**config.mk**
```make
export PLATFORM = sky130hd
export DESIGN_NAME = sram_like_axi_mux
export DESIGN_NICKNAME = d
export VERILOG_FILES = /design/src/rtl/sram_like_axi_mux.sv
export SDC_FILE = /design/constraint.sdc
export NUM_CORES = 1
export LEC_CHECK = 0
export CORE_AREA = 5 5 160 162
export CTS_CLUSTER_DIAMETER = 150
export CTS_CLUSTER_SIZE = 20
export DETAILED_ROUTE_END_ITERATION = 12
export DIE_AREA = 0 0 165 167
export PLACE_DENSITY = 0.63
export SYNTH_ARGS = -nofsm -noshare
export SYNTH_HDL_FRONTEND = slang
export SYNTH_SLANG_ARGS = --single-unit
```
**constraint.sdc**
```tcl
create_clock -name clk -period 10.4 [get_ports clk]
set_input_delay 3.12 -clock clk [delete_from_list [all_inputs] [get_ports clk]]
set_output_delay 3.12 -clock clk [all_outputs]
set_load 0.02 [all_outputs]
```
**src/rtl/sram_like_axi_mux.sv**
```systemverilog
// sram_like_axi_mux: N-master sram_like to AXI3 bridge.
// Reads and writes have independent round-robin arbiters and FSMs, so one read
// and one write can be in flight at once. The AXI ID carries the master index.
// A read to the word of the pending write is held off until that write ends.
// The AXI data ports are named axi_rdata / axi_wdata because rdata / wdata are
// the per-master sram_like data buses.
//
// Handshake rule on every AXI channel: a transfer happens on a rising clk edge
// where valid and ready are both high. Once raised, valid and its payload stay
// stable until that edge. Ready may be driven independently of valid.
module sram_like_axi_mux #(
  parameter int N_MST  = 2,
  parameter int ID_W   = 4,
  parameter int ADDR_W = 32
) (
  input  logic                     clk,
  input  logic                     resetn,
  // sram_like master side
  input  logic [N_MST-1:0]         req,
  input  logic [N_MST-1:0]         wr,
  input  logic [2*N_MST-1:0]       size,
  input  logic [ADDR_W*N_MST-1:0]  addr,
  input  logic [32*N_MST-1:0]      wdata,
  output logic [32*N_MST-1:0]      rdata,
  output logic [N_MST-1:0]         addr_ok,
  output logic [N_MST-1:0]         data_ok,
  // AXI read address
  output logic [ID_W-1:0]          arid,
  output logic [ADDR_W-1:0]        araddr,
  output logic [7:0]               arlen,
  output logic [2:0]               arsize,
  output logic [1:0]               arburst,
  output logic [1:0]               arlock,
  output logic [3:0]               arcache,
  output logic [2:0]               arprot,
  output logic                     arvalid,
  input  logic                     arready,
  // AXI read data
  input  logic [ID_W-1:0]          rid,
  input  logic [31:0]              axi_rdata,
  input  logic [1:0]               rresp,
  input  logic                     rlast,
  input  logic                     rvalid,
  output logic                     rready,
  // AXI write address
  output logic [ID_W-1:0]          awid,
  output logic [ADDR_W-1:0]        awaddr,
  output logic [7:0]               awlen,
  output logic [2:0]               awsize,
  output logic [1:0]               awburst,
  output logic [1:0]               awlock,
  output logic [3:0]               awcache,
  output logic [2:0]               awprot,
  output logic                     awvalid,
  input  logic                     awready,
  // AXI write data
  output logic [ID_W-1:0]          wid,
  output logic [31:0]              axi_wdata,
  output logic [3:0]               wstrb,
  output logic                     wlast,
  output logic                     wvalid,
  input  logic                     wready,
  // AXI write response
  input  logic [ID_W-1:0]          bid,
  input  logic [1:0]               bresp,
  input  logic                     bvalid,
  output logic                     bready,
  // FSM state visibility
  output logic [1:0]               dbg_r_state,
  output logic [1:0]               dbg_w_state
);

  localparam int PTR_W = (N_MST > 1) ? $clog2(N_MST) : 1;

  typedef enum logic [1:0] {R_IDLE = 2'd0, R_AR = 2'd1, R_DATA = 2'd2} r_state_t;
  typedef enum logic [1:0] {W_IDLE = 2'd0, W_SEND = 2'd1, W_RESP = 2'd2} w_state_t;

  r_state_t            r_state_q, r_state_d;
  w_state_t            w_state_q, w_state_d;
  logic [PTR_W-1:0]    rd_ptr_q, rd_ptr_d, wr_ptr_q, wr_ptr_d;
  logic [PTR_W-1:0]    rd_mst_q, rd_mst_d, wr_mst_q, wr_mst_d;
  logic [ADDR_W-1:0]   rd_addr_q, rd_addr_d, wr_addr_q, wr_addr_d;
  logic [1:0]          rd_size_q, rd_size_d, wr_size_q, wr_size_d;
  logic [31:0]         wr_data_q, wr_data_d;
  logic [3:0]          wr_strb_q, wr_strb_d;
  logic                aw_done_q, aw_done_d, w_done_q, w_done_d;

  logic [ADDR_W-1:0]   addr_a  [N_MST];
  logic [1:0]          size_a  [N_MST];
  logic [31:0]         wdata_a [N_MST];
  logic [N_MST-1:0]    rd_elig, wr_elig, rd_gnt, wr_gnt;
  logic                rd_found, wr_found;
  logic [PTR_W-1:0]    rd_idx, wr_idx, rd_cand, wr_cand;
  logic [PTR_W:0]      rd_sum, wr_sum;
  logic                r_busy, w_busy;
  logic                unused_resp;

  assign r_busy = (r_state_q != R_IDLE);
  assign w_busy = (w_state_q != W_IDLE);
  assign unused_resp = ^{rresp, rlast, bresp};

  // Unpack the flat per-master buses into arrays.
  always_comb begin
    for (int m = 0; m < N_MST; m++) begin
      addr_a[m]  = addr[m*ADDR_W +: ADDR_W];
      size_a[m]  = size[2*m +: 2];
      wdata_a[m] = wdata[32*m +: 32];
    end
  end

  // Read arbiter: first eligible reader at or after rd_ptr, skipping RAW hazards.
  always_comb begin
    rd_found = 1'b0;
    rd_idx   = '0;
    rd_gnt   = '0;
    rd_sum   = '0;
    rd_cand  = '0;
    for (int m = 0; m < N_MST; m++) begin
      rd_elig[m] = req[m] & ~wr[m]
                 & ~(w_busy & (wr_mst_q == PTR_W'(m)))
                 & ~(w_busy & (addr_a[m][ADDR_W-1:2] == wr_addr_q[ADDR_W-1:2]));
    end
    if (resetn && (r_state_q == R_IDLE)) begin
      for (int k = 0; k < N_MST; k++) begin
        rd_sum = {1'b0, rd_ptr_q} + (PTR_W+1)'(k);
        if (rd_sum >= (PTR_W+1)'(N_MST)) rd_sum = rd_sum - (PTR_W+1)'(N_MST);
        rd_cand = rd_sum[PTR_W-1:0];
        if (!rd_found && rd_elig[rd_cand]) begin
          rd_found = 1'b1;
          rd_idx   = rd_cand;
        end
      end
    end
    if (rd_found) rd_gnt[rd_idx] = 1'b1;
  end

  // Write arbiter: first writer at or after wr_ptr that has no read outstanding.
  always_comb begin
    wr_found = 1'b0;
    wr_idx   = '0;
    wr_gnt   = '0;
    wr_sum   = '0;
    wr_cand  = '0;
    for (int m = 0; m < N_MST; m++) begin
      wr_elig[m] = req[m] & wr[m] & ~(r_busy & (rd_mst_q == PTR_W'(m)));
    end
    if (resetn && (w_state_q == W_IDLE)) begin
      for (int k = 0; k < N_MST; k++) begin
        wr_sum = {1'b0, wr_ptr_q} + (PTR_W+1)'(k);
        if (wr_sum >= (PTR_W+1)'(N_MST)) wr_sum = wr_sum - (PTR_W+1)'(N_MST);
        wr_cand = wr_sum[PTR_W-1:0];
        if (!wr_found && wr_elig[wr_cand]) begin
          wr_found = 1'b1;
          wr_idx   = wr_cand;
        end
      end
    end
    if (wr_found) wr_gnt[wr_idx] = 1'b1;
  end

  // Read FSM next state: latch the granted request, then AR, then R.
  always_comb begin
    r_state_d = r_state_q;
    rd_addr_d = rd_addr_q;
    rd_size_d = rd_size_q;
    rd_mst_d  = rd_mst_q;
    rd_ptr_d  = rd_ptr_q;
    case (r_state_q)
      R_IDLE: if (rd_found) begin
        r_state_d = R_AR;
        rd_addr_d = addr_a[rd_idx];
        rd_size_d = size_a[rd_idx];
        rd_mst_d  = rd_idx;
        rd_ptr_d  = (rd_idx == PTR_W'(N_MST-1)) ? '0 : rd_idx + PTR_W'(1);
      end
      R_AR:    if (arready) r_state_d = R_DATA;
      R_DATA:  if (rvalid)  r_state_d = R_IDLE;
      default: r_state_d = R_IDLE;
    endcase
  end

  // Write FSM next state: AW and W leave independently, response once both went.
  always_comb begin
    w_state_d = w_state_q;
    wr_addr_d = wr_addr_q;
    wr_size_d = wr_size_q;
    wr_data_d = wr_data_q;
    wr_strb_d = wr_strb_q;
    wr_mst_d  = wr_mst_q;
    wr_ptr_d  = wr_ptr_q;
    aw_done_d = aw_done_q;
    w_done_d  = w_done_q;
    case (w_state_q)
      W_IDLE: if (wr_found) begin
        w_state_d = W_SEND;
        wr_addr_d = addr_a[wr_idx];
        wr_size_d = size_a[wr_idx];
        wr_data_d = wdata_a[wr_idx];
        wr_mst_d  = wr_idx;
        wr_ptr_d  = (wr_idx == PTR_W'(N_MST-1)) ? '0 : wr_idx + PTR_W'(1);
        aw_done_d = 1'b0;
        w_done_d  = 1'b0;
        case (size_a[wr_idx])
          2'd0:    wr_strb_d = 4'b0001 << addr_a[wr_idx][1:0];
          2'd1:    wr_strb_d = 4'b0011 << addr_a[wr_idx][1:0];
          default: wr_strb_d = 4'b1111;
        endcase
      end
      W_SEND: begin
        aw_done_d = aw_done_q | awready;
        w_done_d  = w_done_q  | wready;
        if (aw_done_d && w_done_d) w_state_d = W_RESP;
      end
      W_RESP:  if (bvalid) w_state_d = W_IDLE;
      default: w_state_d = W_IDLE;
    endcase
  end

  // State registers; reset abandons any in-flight AXI transaction.
  always_ff @(posedge clk or negedge resetn) begin
    if (!resetn) begin
      r_state_q <= R_IDLE;
      w_state_q <= W_IDLE;
      rd_ptr_q  <= '0;
      wr_ptr_q  <= '0;
      rd_mst_q  <= '0;
      wr_mst_q  <= '0;
      rd_addr_q <= '0;
      wr_addr_q <= '0;
      rd_size_q <= '0;
      wr_size_q <= '0;
      wr_data_q <= '0;
      wr_strb_q <= '0;
      aw_done_q <= 1'b0;
      w_done_q  <= 1'b0;
    end else begin
      r_state_q <= r_state_d;
      w_state_q <= w_state_d;
      rd_ptr_q  <= rd_ptr_d;
      wr_ptr_q  <= wr_ptr_d;
      rd_mst_q  <= rd_mst_d;
      wr_mst_q  <= wr_mst_d;
      rd_addr_q <= rd_addr_d;
      wr_addr_q <= wr_addr_d;
      rd_size_q <= rd_size_d;
      wr_size_q <= wr_size_d;
      wr_data_q <= wr_data_d;
      wr_strb_q <= wr_strb_d;
      aw_done_q <= aw_done_d;
      w_done_q  <= w_done_d;
    end
  end

  // Master-side returns: data_ok decoded from the returned AXI ID.
  always_comb begin
    for (int m = 0; m < N_MST; m++) begin
      data_ok[m] = (rready & rvalid & (rid == ID_W'(m)))
                 | (bready & bvalid & (bid == ID_W'(m)));
    end
  end

  assign addr_ok = rd_gnt | wr_gnt;
  assign rdata   = {N_MST{axi_rdata}};

  assign arid    = ID_W'(rd_mst_q);
  assign araddr  = rd_addr_q;
  assign arlen   = 8'd0;
  assign arsize  = {1'b0, rd_size_q};
  assign arburst = 2'b01;
  assign arlock  = 2'b00;
  assign arcache = 4'd0;
  assign arprot  = 3'd0;
  assign arvalid = (r_state_q == R_AR);
  assign rready  = (r_state_q == R_DATA);

  assign awid      = ID_W'(wr_mst_q);
  assign awaddr    = wr_addr_q;
  assign awlen     = 8'd0;
  assign awsize    = {1'b0, wr_size_q};
  assign awburst   = 2'b01;
  assign awlock    = 2'b00;
  assign awcache   = 4'd0;
  assign awprot    = 3'd0;
  assign awvalid   = (w_state_q == W_SEND) & ~aw_done_q;
  assign wid       = ID_W'(wr_mst_q);
  assign axi_wdata = wr_data_q;
  assign wstrb     = wr_strb_q;
  assign wlast     = 1'b1;
  assign wvalid    = (w_state_q == W_SEND) & ~w_done_q;
  assign bready    = (w_state_q == W_RESP);

  assign dbg_r_state = r_state_q;
  assign dbg_w_state = w_state_q;

endmodule

```
Word level (Yosys, flattened, before mapping)
Index checks and enable logic that the tools add are counted.
{"block": "totals", "reg_bits": 114, "in_bits": 188, "output_inout_bits": 234, "word_cells": 183}
{"block": "op_classes", "add_sub_neg": 8, "magnitude_cmp": 14, "n_eq_ne": 15, "shifts": 2, "mux": 65, "n_bitwise": 43, "reduce_logical": 22}
{"cell": "$mux W32", "n": 9}
{"cell": "$eq A30 B30 Y1", "n": 2}
{"cell": "$mux W1", "n": 35}
{"cell": "$mux W2", "n": 14}
{"cell": "$and A1 B1 Y1", "n": 24}
{"cell": "$lt A1 B2 Y1 const B", "n": 6}
{"cell": "$not A1 Y1", "n": 12}
{"cell": "$pmux W2 S3", "n": 2}
{"cell": "$ne A2 B2 Y1 const B", "n": 5}
{"cell": "$eq A4 B1 Y1 const B", "n": 2}
{"cell": "$ge A2 B2 Y1 const B", "n": 4}
{"cell": "$logic_not A4 Y1", "n": 2}
{"cell": "$pmux W4 S2", "n": 1}
{"cell": "$logic_and A1 B1 Y1", "n": 7}
{"cell": "$eq A2 B1 Y1 const B", "n": 3}
{"cell": "$logic_not A2 Y1", "n": 3}
{"cell": "$reduce_and A2 Y1", "n": 3}
{"cell": "$reduce_and A3 Y1", "n": 2}
{"cell": "$reduce_bool A2 Y1", "n": 3}
{"cell": "$add A1 B1 Y2 const B", "n": 2}
{"cell": "$eq A2 B2 Y1 const B", "n": 2}
{"cell": "$ge A1 B2 Y1 const B", "n": 2}
{"cell": "$not A1 Y2", "n": 2}
{"cell": "$or A1 B1 Y1", "n": 4}
{"cell": "10 further kinds", "n": 18}

Depth between registers and ports, before layout
Gate-level depths: netlist (run 1).
{"block": "logic_depth", "word_depth": 19, "mapped_depth": 7, "depth_no_buf": 6}

Least setup slack after synthesis (run 1)
No wires, ideal clock.
{"block": "synth_path", "path_kind": "input-to-output", "start": "input addr[11]", "end": "output addr_ok[0]", "t_arrival_ns": 4.923, "required_time_ns": 7.280, "slack_ns": 2.357, "cell_stages": 7, "n_path_buf": 1, "cell_sequence": "xor2_1 -> or4_4 -> nor4_4 -> a211oi_2 -> mux2_4 -> buf_6 -> or2_1"}
{"block": "synth_via", "elab_chain_cells": 18, "elab_cells_between_ends": 24, "cone_classes": "order compare (2); eq/ne (1); mux (14); bitwise (4); reduce/logical (3)"}
{"element": "from (decl)", "line_no": "22", "source": "input logic [ADDR_W*N_MST-1:0] addr,"}
{"element": "$eq A30 B30 Y1 (*)", "line_no": "121", "source": "& ~(w_busy & (addr_a[m][ADDR_W-1:2] == wr_addr_q[ADDR_W-1:2]));"}
{"element": "$and A1 B1 Y1 (*)", "line_no": "121"}
{"element": "$not A1 Y1 (*)", "line_no": "121"}
{"element": "$and A1 B1 Y1 (*)", "line_no": "121"}
{"element": "$mux W1 (implied by the code) (2 in series)", "line_no": "128", "source": "if (!rd_found && rd_elig[rd_cand]) begin"}
{"element": "$mux W1", "line_no": "128"}
{"element": "$mux W1", "line_no": "123", "source": "if (resetn && (r_state_q == R_IDLE)) begin"}
{"element": "$logic_not A1 Y1", "line_no": "128"}
{"element": "$logic_and A1 B1 Y1", "line_no": "128"}
{"element": "$mux W1", "line_no": "128"}
{"element": "$mux W1", "line_no": "123"}
{"element": "$lt A1 B2 Y1 (implied by the code) / $ge A1 B1 Y1 (equally long branches)", "line_no": "134", "source": "if (rd_found) rd_gnt[rd_idx] = 1'b1;"}
{"element": "$logic_and A1 B1 Y1 (implied by the code)", "line_no": "134"}
{"element": "$mux W1 (implied by the code)", "line_no": "134"}
{"element": "$demux W1 S1", "line_no": "134"}
{"element": "$mux W2 (*)", "line_no": "134"}
{"element": "$or A2 B2 Y2 (*)", "line_no": "262", "source": "assign addr_ok = rd_gnt | wr_gnt;"}
{"element": "to (decl)", "line_no": "25", "source": "output logic [N_MST-1:0] addr_ok,"}
Mark *: on every way between the ends. The rest lies on a longest branch, timed or not. The select of a mux whose other input is x is not followed.

Worst setup path after layout (run 1)
{"block": "layout_path", "start": "input addr[25]", "end": "output addr_ok[0]"}
Same word-level chain as after synthesis.

==> impl_metrics.yaml, run 1 <==
global_routing:
  grt_antenna_before_repair: 0
  use_met3_pct: 5.91
  use_met2_pct: 27.0
  grtUsageMet1_pct: 22.3
  gr-max-usage-layer: "met2"
  grt_overflow: 0
  grt_pass1_vias: 6093
  grt_max_degree: 95
  track_usage_pct: 17.1
  grt_pass1_wl_mm: 36.4
placed_design:
  dp.cells: 1282
  placed_area_sq_um: 9390
  portBuffers: 270
  gp_congestion: 0.817
  dp_hpwl_mm: 17.4
timing:
  final_hold_viol_count: 0
  finalCritPeriodShare_pct: 89.6
  hold_slack_ns: 0.476
  setup_violations: 0
  min_period_ns: 9.32
  fin_skew_ns: 0.0110
  slew_violations: 0
  maxSlewHeadroom_pct: 30.4
  max_freq_mhz: 107
  worst_slew_pin_slew_ns: 1.04
  fin_setup_tns_ns: 0
  grt_setup_unrepaired: "no"
power:
  p_comb_share_pct: 50.5
  power.density_nw_per_um2: 286
  p_seq_share_pct: 29.1
  p_switching_mw: 1.17
  power.leakage_nw: 4.45
  ir_worst_vdd_mv: 0.108
  clkPwrFrac_pct: 20.4
  fin_total_pwr_mw: 2.85
  intPower_mw: 1.68
  switching_share_pct: 41.1
drt:
  vias: 6091
  drt_wl_total_mm: 24.2
  postRouteAntennaNets: 0
  drc: 0
  firstDrtPassIters: 5
  via_per_inst: 4.64
  wl_per_cell_um: 18.4
  initialDrtViolationCount: 385
critical_path:
  arrival_ns: 6.20
  slowest_delay_ns: 0.67
  start_kind: "input port"
  regToRegStartpoint: "awaddr[25]"
  cpMostUsedCell: "clkdlybuf4s50_1"
  required_ns: 7.28
  r2r_cells: 7
  cpMaxStageDelayCell: "nor4_2"
  cp_max_fo: 12
  worstPathCellList: "clkdlybuf4s50_1, xnor2_1, nand4_1, nor4_2, a211oi_4, mux2_4, or2_1, clkdlybuf4s50_1"
  r2r_end: "araddr[2]"
  worstSetupPathType: "input port to output pin"
  worstSetupEndpointType: "output pin"
  r2r_setup_slack_ns: 7.29
final_layout:
  fillers: 2384
  multi_input_area_sq_um: 3090
  regArea_sq_um: 2850
  drive_above_1_share_pct: 8.19
  design_area_sq_um: 9970
  num_antenna_cells: 0
  syn_to_final_growth_pct: 41.8
  final_common_cell: "clkdlybuf4s50_1"
  layout.cells.non_filler: 1313
  layout.cells.most_common_list: "clkdlybuf4s50_1 (269), nand2_1 (120), dfrtp_1 (114), inv_1 (73), conb_1 (50)"
  nNetsFinal: 1165
clock_tree:
  cts-root-buf: "clkbuf_16"
  cts_buffer_depth: 2
  cts_setup_buffers: 0
  cts_made_buffers: 17
  clkTransAtPathRegs_ns: 0.06
  cts.sinks: 114
  cts_resized: 0
  cts_tree: "yes"
  ctsHoldBuffers: 0
  insertion_delay_ns: 0.41
  h-tree-depth: 4
floorplanning:
  ios: 422
  die_y_um: 167
  core_sq_um: 24000
  start_util_pct: 29.3
  die_w_um: 165
  std_cell_rows: 57
  die_area_sq_um: 27600
run:
  drv_cap: 0
status:
  status: "finished, final reports clean"
hold_path:
  worstHoldStart: "axi_wdata[3]"
  worst_hold_path_type: "flip-flop to flip-flop"
  worstHoldEndpoint: "axi_wdata[3]"
  hold_depth: 2
synthesis:
  yosysSeqAreaShare_pct: 40.6
  synth_cell_type_count: 52
  ys_ff_latch: 114
  ys.flop_type: "dfrtp_1"
  syn_area_per_cell_sq_um: 8.97
  async_reset_ff_share_pct: 100
  syn_inst: 784
  synth_edf_count: 0
  synthesis.area_sq_um: 7030
  yosysWarnings: 0
critical path: cells and delay by family:
family | cells | cell delay [ns]
simple gates | 3 | 1.09
buf+inv | 2 | 1.01
xor+xnor | 1 | 0.37
mux | 1 | 0.33
compound gates | 1 | 0.26
metal layers:
layer  vias up  part of all wire, %
met5         -                    0
met4         0                  1.6
met3        26                  8.2
met2       256                   48
met1      2948                   43
li1       2861                    -
final cells by class:
class                      count  share of cell area, %
clock buffer                  23                   4.99
clock inverter                 8                  0.778
inverter                      73                   2.75
multi-input combinational    492                   31.0
sequential                   114                   28.6
tap                          324                   4.07
timing repair buffer         279                   27.8
state kept, by name (all words and copies together), names as in the netlist, 2 cells and up:
signal / cells
rd_size_q: 2
araddr: 32
dbg_w_state: 2
wstrb: 4
wr_size_q: 2
awaddr: 32
axi_wdata: 32
dbg_r_state: 2
per-stage QoR:
stage	utilization, %	worst slack [ns]
6_report	41.6	1.08
5_1_grt	41.6	0.933
4_1_cts	41.6	1.06
3_5_place_dp	39.2	1.08
3_3_place_gp	39.2	1.12
2_1_floorplan	-	2.36
cell usage after synthesis, types with 2 or more instances:
cell type,count,area share (%)
nor4_1,9,0.80
nand2_1,120,6.4
a21o_1,4,0.43
buf_4,117,12
conb_1,2,0.11
a221oi_2,29,6.2
nor2_1,30,1.6
inv_1,73,3.9
o22ai_1,2,0.18
nand3_1,2,0.14
a21oi_1,21,1.5
xnor2_1,27,3.4
nor3_1,37,2.6
mux2i_1,6,0.85
and2_1,2,0.18
dfrtp_1,114,41
buf_6,3,0.48
a221oi_1,5,0.62
buf_1,5,0.27
a22oi_1,44,4.7
nand4_1,8,0.71
or2_2,2,0.18
nor2b_1,4,0.36
nand2b_1,3,0.27
a31oi_1,2,0.18
o21ai_0,29,2.1
xor2_1,33,4.1
clkbuf_1,25,1.3
buf_2,3,0.21
logic make-up after synthesis:
kind of cell    after synthesis  synth area share (%)
simple gates                227                  14.7
other cells                   2                 0.107
compound gates              148                  17.4
xor+xnor                     60                  7.47
mux                           7                  1.07
flops                       114                  40.6
buf+inv                     226                  18.7
worst max-delay path by stage:
stage | start | end | slack (ns) | cells past startpoint
floorplan | addr[11] | addr_ok[0] | 2.36 | 7
global placement | addr[25] | addr_ok[0] | 1.12 | 8
detailed placement | addr[25] | addr_ok[0] | 1.08 | 8
CTS | addr[25] | addr_ok[0] | 1.06 | 8
global route | addr[25] | addr_ok[0] | 0.93 | 8
finish | addr[25] | addr_ok[0] | 1.08 | 8
power by group through the flow:
stage          registers, mW  logic [mW]  clock network, mW
6_report               0.831        1.44              0.581
5_1_grt                0.865        1.55              0.616
4_1_cts                0.832        1.46              0.595
3_5_place_dp           0.835        1.46                  0
3_3_place_gp           0.831        1.45                  0
2_1_floorplan           1.06       0.574                  0
(Power assumes the default switching activity.)
==> inputs of run 2 (changes only) <==
--- a/config.mk
+++ b/config.mk
@@ -5,11 +5,13 @@
 export SDC_FILE = /design/constraint.sdc
 export NUM_CORES = 1
 export LEC_CHECK = 0
+export CAP_MARGIN = 25
 export CORE_AREA = 5 5 160 162
 export CTS_CLUSTER_DIAMETER = 150
 export CTS_CLUSTER_SIZE = 20
 export DETAILED_ROUTE_END_ITERATION = 12
 export DIE_AREA = 0 0 165 167
+export MAX_ROUTING_LAYER = met4
 export PLACE_DENSITY = 0.63
 export SYNTH_ARGS = -nofsm -noshare
 export SYNTH_HDL_FRONTEND = slang
==> run 2 against run 1 <==
Against the previous run: cell area unchanged; wire length is 0.19% lower; sequential power barely moved; first-iteration DRC count down 3.1%; register-to-register slack better by 0.03 ns; via count shrank 0.23%; critical path type unchanged; critical endpoint unchanged; largest cell class unchanged.
==> impl_metrics.yaml, run 2 (synthesis results as in run 1) <==
timing:
  maxSlewHeadroom_pct: 31.2
  hold_slack_ns: 0.476
  fin_setup_tns_ns: 0
  fin_skew_ns: 0.0103
  grt_setup_unrepaired: "no"
  slew_violations: 0
  min_period_ns: 9.30
  max_freq_mhz: 108
  final_hold_viol_count: 0
  setup_violations: 0
  finalCritPeriodShare_pct: 89.4
  worst_slew_pin_slew_ns: 1.03
  fin_ws_ns: 1.10
drt:
  wl_per_cell_um: 18.4
  firstDrtPassIters: 4
  via_per_inst: 4.63
  drt_wl_total_mm: 24.1
  drc: 0
  initialDrtViolationCount: 373
  vias: 6077
  postRouteAntennaNets: 0
power:
  power.density_nw_per_um2: 286
  clkPwrFrac_pct: 20.4
  intPower_mw: 1.68
  fin_total_pwr_mw: 2.85
  power.leakage_nw: 4.45
  ir_worst_vdd_mv: 0.109
  p_seq_share_pct: 29.2
  p_comb_share_pct: 50.5
  switching_share_pct: 41.1
  p_switching_mw: 1.17
critical_path:
  path_depth: 8
  worstPathCellList: "clkdlybuf4s50_1, xnor2_1, nand4_1, nor4_2, a211oi_4, mux2_4, or2_1, clkdlybuf4s50_1"
  slowest_delay_ns: 0.66
  arrival_ns: 6.18
  start_kind: "input port"
  worst-path-buf-inv: 2
  r2r_cells: 7
  worstSetupEndpointType: "output pin"
  cp_max_fo: 12
  worstSetupPathType: "input port to output pin"
  required_ns: 7.28
  cpMaxStageDelayCell: "nor4_2"
  cpLargestDelayFamily: "simple AND/OR/NAND/NOR gates"
  cpMostUsedCell: "clkdlybuf4s50_1"
global_routing:
  grt_pass1_wl_mm: 36.3
  grt_pass1_vias: 6108
  grt_antenna_before_repair: 0
  grt_overflow: 0
  grt_max_degree: 95
  track_usage_pct: 17.5
final_layout:
  design_area_sq_um: 9970
  layout.cells.non_filler: 1313
  layout.cells.most_common_list: "clkdlybuf4s50_1 (269), nand2_1 (120), dfrtp_1 (114), inv_1 (73), conb_1 (50)"
  syn_to_final_growth_pct: 41.8
  num_antenna_cells: 0
  final_common_cell: "clkdlybuf4s50_1"
  drive_above_1_share_pct: 8.19
  fillers: 2384
  nNetsFinal: 1165
  fin_util_pct: 41.6
floorplanning:
  die_y_um: 167
  start_util_pct: 29.3
  ios: 422
  die_w_um: 165
  std_cell_rows: 57
  die_area_sq_um: 27600
  core_sq_um: 24000
clock_tree:
  h-tree-depth: 4
  cts_setup_buffers: 0
  cts_buffer_depth: 2
  clkTransAtPathRegs_ns: 0.06
  cts_made_buffers: 17
  insertion_delay_ns: 0.41
  cts_tree: "yes"
  cts.sinks: 114
  cts-root-buf: "clkbuf_16"
  ctsHoldBuffers: 0
  cts_resized: 0
placed_design:
  dp_hpwl_mm: 17.4
  dp.cells: 1282
  gp_congestion: 0.829
  place_ws_ns: 1.08
  placed_area_sq_um: 9390
  portBuffers: 270
run:
  drv_cap: 0
status:
  status: "finished, final reports clean"
hold_path:
  hold_depth: 2
  worst_hold_path_type: "flip-flop to flip-flop"
==> run 2: cell counts in the layout (fill, tap and decap cells not counted) <==
Identical to the previous run, type by type.
==> run 2: area by class of cell <==
type	instances	area [sq um]	area share, %
repair buffers	279	2770	27.8
multi-input cells	492	3090	31.0
flip-flops and latches	114	2850	28.6
clock buffers	23	498	4.99
inverters	73	274	2.75
clock inverters	8	77.6	0.778
well taps	324	405	4.07
==> run 2: path summary, 6_finish.rpt <==
kind | from | endpoint | slack (ns)
setup reg to reg | awaddr[25] | araddr[2] | 7.32
min in group asynchronous | resetn | awaddr[18] | 2.54
max in group asynchronous | resetn | axi_wdata[18] | 6.25
setup / recovery | addr[25] | addr_ok[0] | 1.10
hold / removal | axi_wdata[3] | axi_wdata[3] | 0.48
hold reg to reg | axi_wdata[3] | axi_wdata[3] | 0.48
==> run 2: power groups by stage <==
stage               Sequential [mW]  Combinational [mW]  Clock (mW)
floorplan                      1.06               0.574           0
global placement              0.831                1.45           0
detailed placement            0.835                1.46           0
CTS                           0.832                1.46       0.595
global route                  0.865                1.55       0.615
finish                        0.831                1.44       0.581
==> run 2: layer usage <==
metal,track usage [%],part of all wire [%],up-vias
met2,27.1,48,259
met5,-,0,-
met1,22.9,43,2930
met4,4.05,1.6,0
met3,4.89,7.4,26
li1,-,-,2862
==> run 2: tightest hold or removal path, stage by stage (launching register included) <==
cell	delay, ns
dfrtp_1	0.33
nand2_1	0.04
o21ai_0	0.06
==> inputs of run 3 (changes only) <==
--- a/config.mk
+++ b/config.mk
@@ -11,8 +11,10 @@
 export CTS_CLUSTER_SIZE = 20
 export DETAILED_ROUTE_END_ITERATION = 12
 export DIE_AREA = 0 0 165 167
+export HOLD_SLACK_MARGIN = 0.05
 export MAX_ROUTING_LAYER = met4
 export PLACE_DENSITY = 0.63
+export REMOVE_ABC_BUFFERS = 1
 export SYNTH_ARGS = -nofsm -noshare
 export SYNTH_HDL_FRONTEND = slang
 export SYNTH_SLANG_ARGS = --single-unit
==> run 3 against run 2 <==
Against the previous run: wire length up 11%; critical path depth up 1; sequential share of layout area fell by 0.054 points; largest power group unchanged; critical path type unchanged; utilization rose by 0.078 points; global-route usage rose by 1.9 points; clock skew about the same; hold slack better by 0.0016 ns; total power is 0.28% higher; critical endpoint unchanged.
==> impl_metrics.yaml, run 3 (synthesis results as in run 1) <==
critical_path:
  worst-path-buf-inv: 3
  worstSetupPathType: "input port to output pin"
  required_ns: 7.28
  arrival_ns: 6.11
  r2r_end: "araddr[2]"
  start_kind: "input port"
  slowest_delay_ns: 0.57
  cpMaxStageDelayCell: "clkdlybuf4s50_1"
  cpLargestDelayFamily: "buffers and inverters"
  cpMostUsedCell: "clkdlybuf4s50_1"
  r2r_setup_slack_ns: 7.31
  regToRegStartpoint: "awaddr[19]"
  worstSetupEndpointType: "output pin"
  cp_max_fo: 13
  worstPathCellList: "clkdlybuf4s50_1, xor2_1, nor4_1, nand4_1, o21ai_4, buf_4, mux2_4, or2_1, clkdlybuf4s50_1"
  r2r_cells: 8
hold_path:
  worstHoldEndpoint: "axi_wdata[31]"
  worstHoldStart: "axi_wdata[31]"
  worst_hold_path_type: "flip-flop to flip-flop"
  hold_depth: 2
timing:
  setup_violations: 0
  fin_ws_ns: 1.17
  slew_violations: 0
  maxSlewHeadroom_pct: 31.2
  final_hold_viol_count: 0
  worst_slew_pin_slew_ns: 1.03
  min_period_ns: 9.23
  grt_setup_unrepaired: "no"
  fin_setup_tns_ns: 0
  finalCritPeriodShare_pct: 88.8
  fin_skew_ns: 0.0103
  max_freq_mhz: 108
final_layout:
  final_common_cell: "clkdlybuf4s50_1"
  nNetsFinal: 1165
  drive_above_1_share_pct: 8.38
  layout.cells.most_common_list: "clkdlybuf4s50_1 (269), nand2_1 (120), dfrtp_1 (114), inv_1 (73), conb_1 (50)"
  layout.cells.non_filler: 1315
  fillers: 2382
  fin_util_pct: 41.7
  syn_to_final_growth_pct: 42.1
drt:
  firstDrtPassIters: 4
  vias: 6088
  drc: 0
  initialDrtViolationCount: 295
  via_per_inst: 4.63
  wl_per_cell_um: 20.4
  drt_wl_total_mm: 26.8
  postRouteAntennaNets: 0
clock_tree:
  cts.sinks: 114
  ctsHoldBuffers: 0
  insertion_delay_ns: 0.42
  cts_buffer_depth: 2
  clkTransAtPathRegs_ns: 0.06
  h-tree-depth: 4
  cts_resized: 0
  cts_setup_buffers: 0
  cts-root-buf: "clkbuf_16"
  cts_made_buffers: 17
  cts_tree: "yes"
floorplanning:
  start_util_pct: 29.3
  std_cell_rows: 57
  die_y_um: 167
  core_sq_um: 24000
  die_area_sq_um: 27600
  die_w_um: 165
  ios: 422
placed_design:
  dp_hpwl_mm: 19.8
  portBuffers: 270
  gp_congestion: 0.779
  dp.cells: 1282
  place_ws_ns: 1.14
global_routing:
  grt_max_degree: 110
  grt_overflow: 0
  grt_antenna_before_repair: 1
  track_usage_pct: 19.5
  grt_pass1_wl_mm: 39.0
  grt_pass1_vias: 6180
power:
  p_comb_share_pct: 49.9
  power.leakage_nw: 4.46
  switching_share_pct: 41.4
  fin_total_pwr_mw: 2.86
  intPower_mw: 1.68
  p_seq_share_pct: 29.2
  ir_worst_vdd_mv: 0.119
  p_switching_mw: 1.18
  power.density_nw_per_um2: 286
  clkPwrFrac_pct: 20.9
status:
  status: "finished, final reports clean"
run:
  drv_cap: 0
==> run 3: how the worst max path moves through the flow <==
stage / slack (ns) / cells past startpoint / from / to
4_1_cts: 1.11 / 9 / addr[51] / addr_ok[0]
3_3_place_gp: 1.12 / 9 / addr[51] / addr_ok[0]
2_1_floorplan: 0.49 / 4 / resetn / addr_ok[0]
3_5_place_dp: 1.14 / 9 / addr[51] / addr_ok[0]
5_1_grt: 1.02 / 8 / addr[6] / addr_ok[0]
6_report: 1.17 / 9 / addr[51] / addr_ok[0]
==> run 3: power by group through the flow <==
stage / registers (mW) / logic, mW / clock network, mW
5_1_grt: 0.869 / 1.54 / 0.629
6_report: 0.835 / 1.43 / 0.596
2_1_floorplan: 1.07 / 0.496 / 0
3_3_place_gp: 0.834 / 1.44 / 0
3_5_place_dp: 0.838 / 1.45 / 0
4_1_cts: 0.837 / 1.45 / 0.609
==> run 3: per-stage QoR <==
stage          hold slack (ns)  area (sq um)
4_1_cts                  0.485          9990
5_1_grt                  0.509          9990
2_1_floorplan            0.457          6170
3_3_place_gp             0.461          9400
3_5_place_dp             0.470          9400
6_report                 0.478          9990
==> run 3: per-layer routing <==
metal	up-vias	routed length, um	GRT usage, %
met5	-	0	-
met4	0	259	3.83
met3	16	3240	10.7
met2	311	11600	27.2
met1	2905	11700	25.0
li1	2856	-	-
==> run 3: cell type report <==
class	count	area (sq um)	share of cell area, %
sequential	114	2850	28.6
clock inverter	15	158	1.58
multi-input combinational	492	3090	30.9
clock buffer	17	425	4.26
timing repair buffer	279	2780	27.8
antenna	1	2.50	0.0251
tap	324	405	4.06
inverter	73	274	2.74
==> run 3: worst reg2reg max path, delay by kind of cell, from the launching register on <==
kind,cells,cell delay (ns)
DFF,1,0.42
AOI/OAI and AO/OA,3,0.64
xor gates and xnor gates,1,0.19
and+or+nand+nor,2,0.78
buffers and inverters,2,0.89
